==> src/rtl/inst_fetch_queue.sv <==
// inst_fetch_queue: fetch PC owner, single-outstanding imem reader and DEPTH-entry {pc,inst} FIFO
// Optional IFQ_BYPASS_EN: forwards a response straight to the output when the FIFO is empty.
module inst_fetch_queue #(
  parameter int          DEPTH    = 4,
  parameter logic [31:0] RESET_PC = 32'h0000_0000
) (
  input  logic                     clk,
  input  logic                     rst,
  input  logic                     redirect,
  input  logic [31:0]              redirect_pc,
  output logic                     imem_req,
  output logic [31:0]              imem_addr,
  input  logic                     imem_rvalid,
  input  logic [31:0]              imem_rdata,
  output logic                     inst_valid,
  input  logic                     inst_ready,
  output logic [31:0]              inst_out,
  output logic [31:0]              pc_out,
  output logic [$clog2(DEPTH):0]   q_count
);
  localparam int AW = $clog2(DEPTH);
  localparam logic [AW:0] FULL = (AW+1)'(DEPTH);
  typedef enum logic [1:0] {IDLE, WAIT, WAIT_DROP} state_t;
  state_t        r_state, w_next;
  logic [31:0]   r_fetch_pc, r_req_pc;
  logic [31:0]   r_pc_mem   [DEPTH];
  logic [31:0]   r_inst_mem [DEPTH];
  logic [AW-1:0] r_wptr, r_rptr;
  logic [AW:0]   r_count;
  logic          w_head_valid, w_issue, w_resp, w_bypass, w_push, w_pop;
  assign w_head_valid = r_count != '0;
  // Only one request in flight, so an empty slot in IDLE is the whole credit check.
  assign w_issue   = rst && r_state == IDLE && !redirect && r_count < FULL;
  assign w_resp    = r_state == WAIT && imem_rvalid && !redirect;
  assign imem_req  = w_issue;
  assign imem_addr = w_issue ? r_fetch_pc : '0;
  assign q_count   = r_count;
`ifdef IFQ_BYPASS_EN
  assign w_bypass   = w_resp && !w_head_valid;
  assign inst_valid = w_head_valid || w_bypass;
  assign inst_out   = w_head_valid ? r_inst_mem[r_rptr] : w_bypass ? imem_rdata : '0;
  assign pc_out     = w_head_valid ? r_pc_mem[r_rptr] : w_bypass ? r_req_pc : '0;
`else
  assign w_bypass   = 1'b0;
  assign inst_valid = w_head_valid;
  assign inst_out   = w_head_valid ? r_inst_mem[r_rptr] : '0;
  assign pc_out     = w_head_valid ? r_pc_mem[r_rptr] : '0;
`endif
  assign w_push = w_resp && !(w_bypass && inst_ready);
  assign w_pop  = w_head_valid && inst_ready && !redirect;
  // Next state: a redirect while waiting turns the outstanding response into one to drop.
  always_comb begin
    w_next = r_state == IDLE ? (w_issue ? WAIT : IDLE)
           : r_state == WAIT ? (imem_rvalid ? IDLE : redirect ? WAIT_DROP : WAIT)
           : (imem_rvalid ? IDLE : WAIT_DROP);
  end
  // State, fetch PC and FIFO bookkeeping; redirect clears the queue and restarts fetch.
  always_ff @(posedge clk or negedge rst) begin
    if (!rst) begin
      r_state    <= IDLE;
      r_fetch_pc <= RESET_PC;
      r_req_pc   <= '0;
      r_wptr     <= '0;
      r_rptr     <= '0;
      r_count    <= '0;
    end else begin
      r_state <= w_next;
      if (redirect) r_fetch_pc <= {redirect_pc[31:2], 2'b00};
      else if (w_issue) r_fetch_pc <= r_fetch_pc + 32'd4;
      if (w_issue) r_req_pc <= r_fetch_pc;
      if (redirect) begin
        r_wptr  <= '0;
        r_rptr  <= '0;
        r_count <= '0;
      end else begin
        if (w_push) r_wptr <= r_wptr + 1'b1;
        if (w_pop) r_rptr <= r_rptr + 1'b1;
        r_count <= r_count + {{AW{1'b0}}, w_push} - {{AW{1'b0}}, w_pop};
      end
    end
  end
  // FIFO storage; contents are only observed through a valid head so they need no reset.
  always_ff @(posedge clk) begin
    if (w_push) begin
      r_pc_mem[r_wptr]   <= r_req_pc;
      r_inst_mem[r_wptr] <= imem_rdata;
    end
  end
endmodule
==> config.mk <==
export PLATFORM = sky130hd
export DESIGN_NAME = inst_fetch_queue
export DESIGN_NICKNAME = d
export VERILOG_FILES = /design/src/rtl/inst_fetch_queue.sv
export SDC_FILE = /design/constraint.sdc
export NUM_CORES = 1
export LEC_CHECK = 0
export BUFFER_PORTS_ARGS = -buffer_cell sky130_fd_sc_hd__buf_4
export CAP_MARGIN = 10
export CORE_MARGIN = 2
export CORE_UTILIZATION = 57
export DETAILED_ROUTE_END_ITERATION = 10
export PLACE_DENSITY_LB_ADDON = 0.08
export SLEW_MARGIN = 10
export SYNTH_ARGS = -nofsm -noshare
export SYNTH_HDL_FRONTEND = slang
export SYNTH_SLANG_ARGS = --single-unit
==> constraint.sdc <==
create_clock -name clk -period 4 [get_ports clk]
set_clock_uncertainty 0.2 [all_clocks]
set_input_delay 0.4 -clock clk [delete_from_list [all_inputs] [get_ports clk]]
set_output_delay 0.4 -clock clk [all_outputs]
set_load 0.01 [all_outputs]
==> flow_metrics.tcl, run 1 <==
set metrics [dict create \
    antenna_found_initial 0 \
    synth.ff_latch_count 317 \
    min_from "redirect_pc[26]" \
    post-route-period-util_pct 79.6 \
    ir_worst_vdd_mv 0.386 \
    yosys-mux-area-fraction_pct 11.3 \
    dieHeight_um 154 \
    worst_endpoint_required_time_ns 3.40 \
    worst_slew_pin_slew_ns 1.01 \
    seq_area_frac_synth_pct 71.1 \
    dieWidth_um 154 \
    slowest_stage "sky130_fd_sc_hd__dfrtp_4" \
    numClockSinks 317 \
    timing.final.hold_violations 0 \
    synth-main-ff-cell "sky130_fd_sc_hd__edfxtp_1" \
    report.final.slew_viol_count 0 \
    drive_above_1_share_pct 29.1 \
    routed_wirelength_um 26600 \
    finalSetupViolations 0 \
    post_cts_resize_count 0 \
    cts_made_buffers 31 \
    hold_path_class "in2reg" \
    synth_top_family_by_area "multiplexers" \
    synthArstFlopShare_pct 21.8 \
    detail_route.wl_per_cell_um 20.5 \
    worstPathArrival_ns 2.59 \
    first_global_vias 7863 \
    start_util_pct 57.5 \
    worstSetupPathType "reg2out" \
    cellLeakagePower_nw 6.12 \
    max-clock-path-buffers 3 \
    hold_buffers 63 \
    synth_compound_area_share_pct 3.99 \
    core_area_um2 22400 \
    top_level_ports 170 \
    routed-via-count 7566 \
    status "finished clean" \
    drt_pass1_iterations 5 \
    crit_path_end_kind "primary output" \
    mappedNetlistArea_um2 12900 \
    max-slew-margin-rel_pct 32.8 \
    grt_overflow 0 \
    timing.critical_path.depth 4 \
    reg2reg_setup_slack_ns 1.22 \
    timing.fmax_mhz 314 \
    post_synthesis_average_cell_area_um2 16.9 \
    die_ar_um2 23800 \
    whs_endpoint "r_fetch_pc[26]" \
    power.density_cell_area_nw_per_um2 550 \
    vias_per_cell 5.82 \
    timing.max_cap.violations 0 \
    synth_edf_count 248 \
    clk_pin_slew_worst_paths_ns 0.06 \
    worstSetupStartpointType "flip-flop" \
    final.setup.tns_ns 0 \
    drc 0 \
    cpPeakStageDelay_ns 0.82 \
    area_growth_syn_to_layout_pct 24.3 \
    crit_path_frequent_cell "sky130_fd_sc_hd__buf_4" \
    tritoncts_clock_tree "yes" \
    unrepaired_setup_endpoints_after_global_routing "no" \
    layout.nets 1070 \
    yosys.area_share.adder_pct 0.835 \
    worst_hold_slack_ns 0.0520 \
    num-fill-cells 1440 \
    post_cts_buffers 0 \
    synth_xor_xnor_area_share_pct 1.02 \
    drt-initial-drc-count 558 \
    grt_usage_pct 22.5 \
    global_placement_routability_congestion 0.874 \
    synthSimpleGateAreaFrac_pct 9.70 \
    cp_max_fanout 30 \
    cts.htree.levels 1 \
    critPathBufInv 2 \
    hold_depth 4 \
    area_taken_by_multi_input_logic_gates_um2 3500 \
    sequential_cell_area_um2 9180 \
    diodes 0 \
    route.antenna.remaining_nets 0 \
    final_cell_area_um2 16000 \
    clock_insertion_delay_worst_skew_ns 0.56 \
    synth.distinct_cells 47 \
    finalCriticalPeriod_ns 3.19 \
    worstReg2RegStart "r_state[0]" \
    crit_reg_reg_endpoint "r_fetch_pc[28]" \
    dp.final_hpwl_um 16000 \
    cp_top_family "flip-flops" \
    yosys_warnings 0 \
    count_of_input_and_output_buffers 163 \
    postLayoutSetupSlackWorst_ns 0.815 \
    dpl-instance-area_um2 14400 \
    detailedPlace.worstSlack_ns 1.26 \
    synthCells 765 \
    rr_worst_depth 4 \
    largest_net_degree_at_the_start_of_global_routing 70 \
    path_cells "buf_4 -> mux4_2 -> and2_1 -> buf_4" \
    clockRootBuffer "sky130_fd_sc_hd__clkbuf_16" \
    rows 55 \
    wire_length_of_the_first_global_routing_pass_um 42000 \
]
==> layout make-up <==
cell class                 instances  area share, %
tap                              285           2.22
timing repair buffer             240           12.4
clock inverter                    20           1.09
clock buffer                      35           4.93
inverter                          13          0.304
multi-input combinational        390           21.8
sequential                       317           57.3
==> layer usage <==
| layer | vias to the layer above | track usage, % | routed length, um |
|---|---|---|---|
| met2 | 286 | 38.5 | 13300 |
| li1 | 3418 | - | - |
| met1 | 3821 | 31.1 | 11000 |
| met5 | - | 0 | 0 |
| met3 | 41 | 3.75 | 1840 |
| met4 | 0 | 4.76 | 430 |
==> worst reg2reg max path, delay by kind of cell, from the launching register on <==
kind	cells	cell delay [ns]
compound gates	1	0.19
flops	1	0.43
simple gates	3	1.88
==> state kept, by name, summed over array words and instances (netlist names) <==
register    flops
r_inst_mem    128
r_wptr          2
r_fetch_pc     30
r_pc_mem      120
r_rptr          2
r_state         2
r_req_pc       30
q_count         3
==> layout by cell type (no fill, tap or decap), drive strengths merged, types with 4 or more instances in the layout <==
cell         netlist  final
and2              68     68
nand4             11     11
nor4               6      6
dfrtp             69     69
ha                 7      7
a21o              29     29
dlygate4sd3        0     63
buf               13    177
clkinv             0     14
mux4              62     62
clkbuf            35     35
xnor2              8      8
o21ai             16     16
nand2             30     30
nor2              25     25
inv               13     14
mux2i              4      4
nand3             16     16
or3                4      4
conb               1      4
or4               14     14
a31oi             11     11
and3              30     30
o31ai              9      9
xor2               7      7
edfxtp           248    248
==> cell families (layout without fill, tap and decap cells) <==
| family | after synthesis | count (layout) |
|---|---|---|
| DFF | 317 | 317 |
| adders and majority gates | 8 | 8 |
| and+or+nand+nor | 219 | 219 |
| xor gates and xnor gates | 15 | 15 |
| other | 1 | 4 |
| buffers and inverters | 61 | 308 |
| AOI/OAI and AO/OA | 76 | 76 |
| muxes | 68 | 68 |
==> power breakdown <==
part / internal, mW / leakage [nW] / switching [mW]
registers: 3.95 / 3.09 / 0.321
logic: 0.992 / 2.56 / 0.802
clock network: 1.60 / 0.470 / 1.16
total: 6.54 / 6.12 / 2.28
==> metrics by stage <==
stage | instances | util, % | total power, mW
after global routing | 1300 | 71.5 | 9.21
after CTS | 1300 | 71.5 | 8.91
after global placement | 1182 | 64.3 | 6.04
after floorplan | 768 | - | 5.29
after detailed placement | 1182 | 64.3 | 6.10
final | 1300 | 71.5 | 8.82
==> cell usage after synthesis, types with 2 or more instances <==
library cell | number | area [um^2]
sky130_fd_sc_hd__nand3_1 | 16 | 80.1
sky130_fd_sc_hd__nor2_1 | 25 | 93.8
sky130_fd_sc_hd__buf_1 | 7 | 26.3
sky130_fd_sc_hd__nand2_1 | 30 | 113
sky130_fd_sc_hd__edfxtp_1 | 248 | 7450
sky130_fd_sc_hd__buf_4 | 4 | 30.0
sky130_fd_sc_hd__and2_1 | 68 | 425
sky130_fd_sc_hd__mux2_2 | 2 | 22.5
sky130_fd_sc_hd__o31ai_1 | 9 | 67.6
sky130_fd_sc_hd__o21ai_0 | 15 | 75.1
sky130_fd_sc_hd__dfrtp_1 | 69 | 1730
sky130_fd_sc_hd__clkbuf_1 | 35 | 131
sky130_fd_sc_hd__and4_1 | 3 | 26.3
sky130_fd_sc_hd__inv_1 | 13 | 48.8
sky130_fd_sc_hd__nor3_1 | 3 | 15.0
sky130_fd_sc_hd__mux4_2 | 62 | 1400
sky130_fd_sc_hd__or3_1 | 4 | 25.0
sky130_fd_sc_hd__xor2_1 | 7 | 61.3
sky130_fd_sc_hd__and3_1 | 30 | 188
sky130_fd_sc_hd__a21o_1 | 29 | 218
sky130_fd_sc_hd__nor2b_1 | 2 | 12.5
sky130_fd_sc_hd__nor4_1 | 6 | 37.5
sky130_fd_sc_hd__nand4_1 | 11 | 68.8
sky130_fd_sc_hd__ha_1 | 7 | 87.6
sky130_fd_sc_hd__or4_1 | 14 | 105
sky130_fd_sc_hd__mux2i_1 | 4 | 40.0
sky130_fd_sc_hd__xnor2_1 | 8 | 70.1
sky130_fd_sc_hd__a21oi_1 | 3 | 15.0
sky130_fd_sc_hd__a31oi_1 | 11 | 68.8
sky130_fd_sc_hd__o211ai_1 | 3 | 22.5
==> how the worst max path moves through the flow <==
stage / startpoint / endpoint / slack [ns]
2_1_floorplan: redirect / r_inst_mem[0][0] / 0.94
3_3_place_gp: rst / r_fetch_pc[30] / 1.30
3_5_place_dp: r_state[0] / r_fetch_pc[28] / 1.26
4_1_cts: r_rptr[0] / pc_out[18] / 0.74
5_1_grt: r_rptr[0] / pc_out[18] / 0.65
6_report: r_rptr[0] / pc_out[14] / 0.81
(Power assumes the default switching activity.)
==> run 2: changes to the inputs <==
Settings changed: CORE_UTILIZATION 57 to 52.
Clock period 4 ns to 2.6 ns, I/O delays scaled along.
==> run 2 against run 1 <==
Effect of this change:
- sequential power up 51%
- power up 65%
- critical path depth up 2
- worst setup slack worse by 0.79 ns
- critical path type unchanged
- largest cell class unchanged
- largest power group unchanged
- highest routed layer unchanged
==> flow_metrics.tcl, run 2 (synthesized netlist as in run 1, its figures left out) <==
set metrics [dict create \
    unrepaired_setup_endpoints_after_global_routing "yes" \
    layout.nets 1124 \
    drt-met1-wl_um 12400 \
    timing.max_cap.violations 0 \
    vias_per_cell 5.61 \
    global_placement_routability_congestion 0.871 \
    area_growth_syn_to_layout_pct 31.9 \
    wire_length_of_the_first_global_routing_pass_um 44400 \
    top_level_ports 170 \
    cellLeakagePower_nw 6.53 \
    drc 0 \
    drt-initial-drc-count 712 \
    internal-power_mw 10.8 \
    final.setup.tns_ns 0 \
    detail_route.wl_per_cell_um 20.9 \
    clk_pin_slew_worst_paths_ns 0.06 \
    ir_worst_vdd_mv 0.497 \
    route.antenna.remaining_nets 0 \
    power.density_cell_area_nw_per_um2 854 \
    dieHeight_um 161 \
    status "finished clean" \
    grt_usage_pct 22.1 \
    worstSetupPathType "reg2out" \
    drt_pass1_iterations 5 \
    seq_power_share_pct 44.5 \
    finalSetupViolations 0 \
    core_area_um2 24300 \
    worst_endpoint_required_time_ns 2.14 \
    postLayoutSetupSlackWorst_ns 0.0289 \
    tritoncts_clock_tree "yes" \
    worstSetupStartpointType "flip-flop" \
    dieWidth_um 161 \
    numClockSinks 317 \
    worst_slew_pin_slew_ns 0.928 \
    top_layer_used "met4" \
    routed-via-count 7825 \
    cts.htree.levels 2 \
    antenna_found_initial 0 \
    report.final.slew_viol_count 0 \
    clock_insertion_delay_worst_skew_ns 0.49 \
    swShare_pct 25.8 \
    clock_power_share_pct 31.3 \
    number_of_flip_flops_under_the_largest_register_name 128 \
    worstPathArrival_ns 2.11 \
    detailedPlace.worstSlack_ns -0.0158 \
    register_name_with_the_most_flops "r_inst_mem" \
    timing.final.hold_violations 0 \
    count_of_input_and_output_buffers 163 \
    cts_made_buffers 34 \
    route.met3.wl_um 1650 \
    finalCriticalPeriod_ns 2.57 \
    max-clock-path-buffers 3 \
    largest_net_degree_at_the_start_of_global_routing 70 \
    dp.final_hpwl_um 17300 \
    first_global_vias 8131 \
    max-slew-margin-rel_pct 38.1 \
    biggestRegsByFlops "r_inst_mem (128), r_pc_mem (120)" \
    routed-wl-met2_um 14500 \
    layout_commonest_cell "sky130_fd_sc_hd__edfxtp_1" \
    rows 57 \
    diodes 0 \
    die_ar_um2 26100 \
    grt_overflow 0 \
    cp_max_fanout 6 \
    drive_above_1_share_pct 35.4 \
    clockRootBuffer "sky130_fd_sc_hd__clkbuf_16" \
    combinationalPowerShare_pct 24.2 \
    start_util_pct 53.0 \
    most-common-layout-cells "sky130_fd_sc_hd__edfxtp_1 (248), sky130_fd_sc_hd__buf_4 (184), sky130_fd_sc_hd__dlygate4sd3_1 (67), sky130_fd_sc_hd__dfrtp_1 (67), sky130_fd_sc_hd__mux4_2 (62)" \
    net-switching-power_mw 3.74 \
    routed_wirelength_um 29200 \
    hold_path_class "in2reg" \
    post-route-period-util_pct 98.9 \
    timing.fmax_mhz 389 \
    crit_path_end_kind "primary output" \
]
[run 2: changes by cell type in the layout (fill, tap and decap cells not counted), moves of 5 or more]
cell,before,now
sky130_fd_sc_hd__and3_1,30,23
sky130_fd_sc_hd__clkbuf_1,4,12
sky130_fd_sc_hd__nor2_1,25,20
sky130_fd_sc_hd__and3_4,0,6
sky130_fd_sc_hd__buf_12,2,11
sky130_fd_sc_hd__and2_1,64,49
sky130_fd_sc_hd__clkinv_1,8,3
sky130_fd_sc_hd__buf_6,0,23
sky130_fd_sc_hd__buf_4,175,184
sky130_fd_sc_hd__and2_4,4,19
sky130_fd_sc_hd__clkbuf_16,31,41
[run 2: critical path, stage by stage, from the launching register on]
cell,delay [ns]
sky130_fd_sc_hd__dfrtp_1,0.41
sky130_fd_sc_hd__buf_6,0.14
sky130_fd_sc_hd__nor4b_4,0.39
sky130_fd_sc_hd__buf_4,0.21
sky130_fd_sc_hd__clkbuf_16,0.15
sky130_fd_sc_hd__and3_4,0.19
sky130_fd_sc_hd__buf_6,0.12
[run 2: path summary, 6_finish.rpt]
kind | start | end | slack, ns | cells past startpoint
setup reg to reg | r_state[1] | r_fetch_pc[28] | 0.05 | 4
hold reg to reg | r_req_pc[19] | r_pc_mem[1][19] | 0.30 | 0
setup / recovery | q_count[2] | imem_addr[15] | 0.03 | 6
max in group asynchronous | rst | r_rptr[0] | 1.12 | 3
hold / removal | redirect | r_fetch_pc[31] | 0.04 | 3
min in group asynchronous | rst | q_count[1] | 0.34 | 3
[run 2: through the flow]
stage / area [um^2] / hold WS (ns) / cells / power (mW) / utilization (%)
final: 17000 / 0.0369 / 1396 / 14.5 / 69.9
after global routing: 17000 / 0.0671 / 1396 / 15.2 / 69.9
after CTS: 16600 / 0.0104 / 1372 / 14.3 / 68.1
after detailed placement: 14700 / 0.245 / 1239 / 9.50 / 60.4
after global placement: 14700 / 0.232 / 1239 / 9.40 / 60.4
after floorplan: 12900 / -0.236 / 768 / 8.13 / -
[run 2: power by group through the flow]
stage	Sequential (mW)	Clock [mW]	Combinational, mW
4_1_cts	6.47	4.63	3.19
5_1_grt	6.52	4.85	3.79
2_1_floorplan	6.42	0	1.71
3_3_place_gp	6.51	0	2.89
6_report	6.46	4.54	3.52
3_5_place_dp	6.57	0	2.93
[run 2: layout make-up]
| class | count | area (um^2) |
|---|---|---|
| Tap cell | 324 | 405 |
| Inverter | 13 | 48.8 |
| Multi-Input combinational cell | 390 | 3640 |
| Clock inverter | 11 | 78.8 |
| Timing Repair Buffer | 291 | 2670 |
| Clock buffer | 50 | 985 |
| Fill cell | 1622 | 7310 |
| Sequential cell | 317 | 9180 |
[run 2: what timing repair did]
item | CTS | global route
gates resized for setup | 15 | 58
setup endpoints to repair | 81 | 76
hold endpoints to repair | 236 | 0
setup buffers | 4 | 20
pin swaps | 0 | 6
cloned | 1 | 5
hold buffers | 67 | 0
[run 2: per-layer routing]
| layer | global-route usage (%) | up-vias |
|---|---|---|
| met5 | 0 | - |
| met4 | 5.32 | 0 |
| met3 | 3.67 | 42 |
| met2 | 37.2 | 268 |
| met1 | 30.7 | 3975 |
| li1 | - | 3540 |
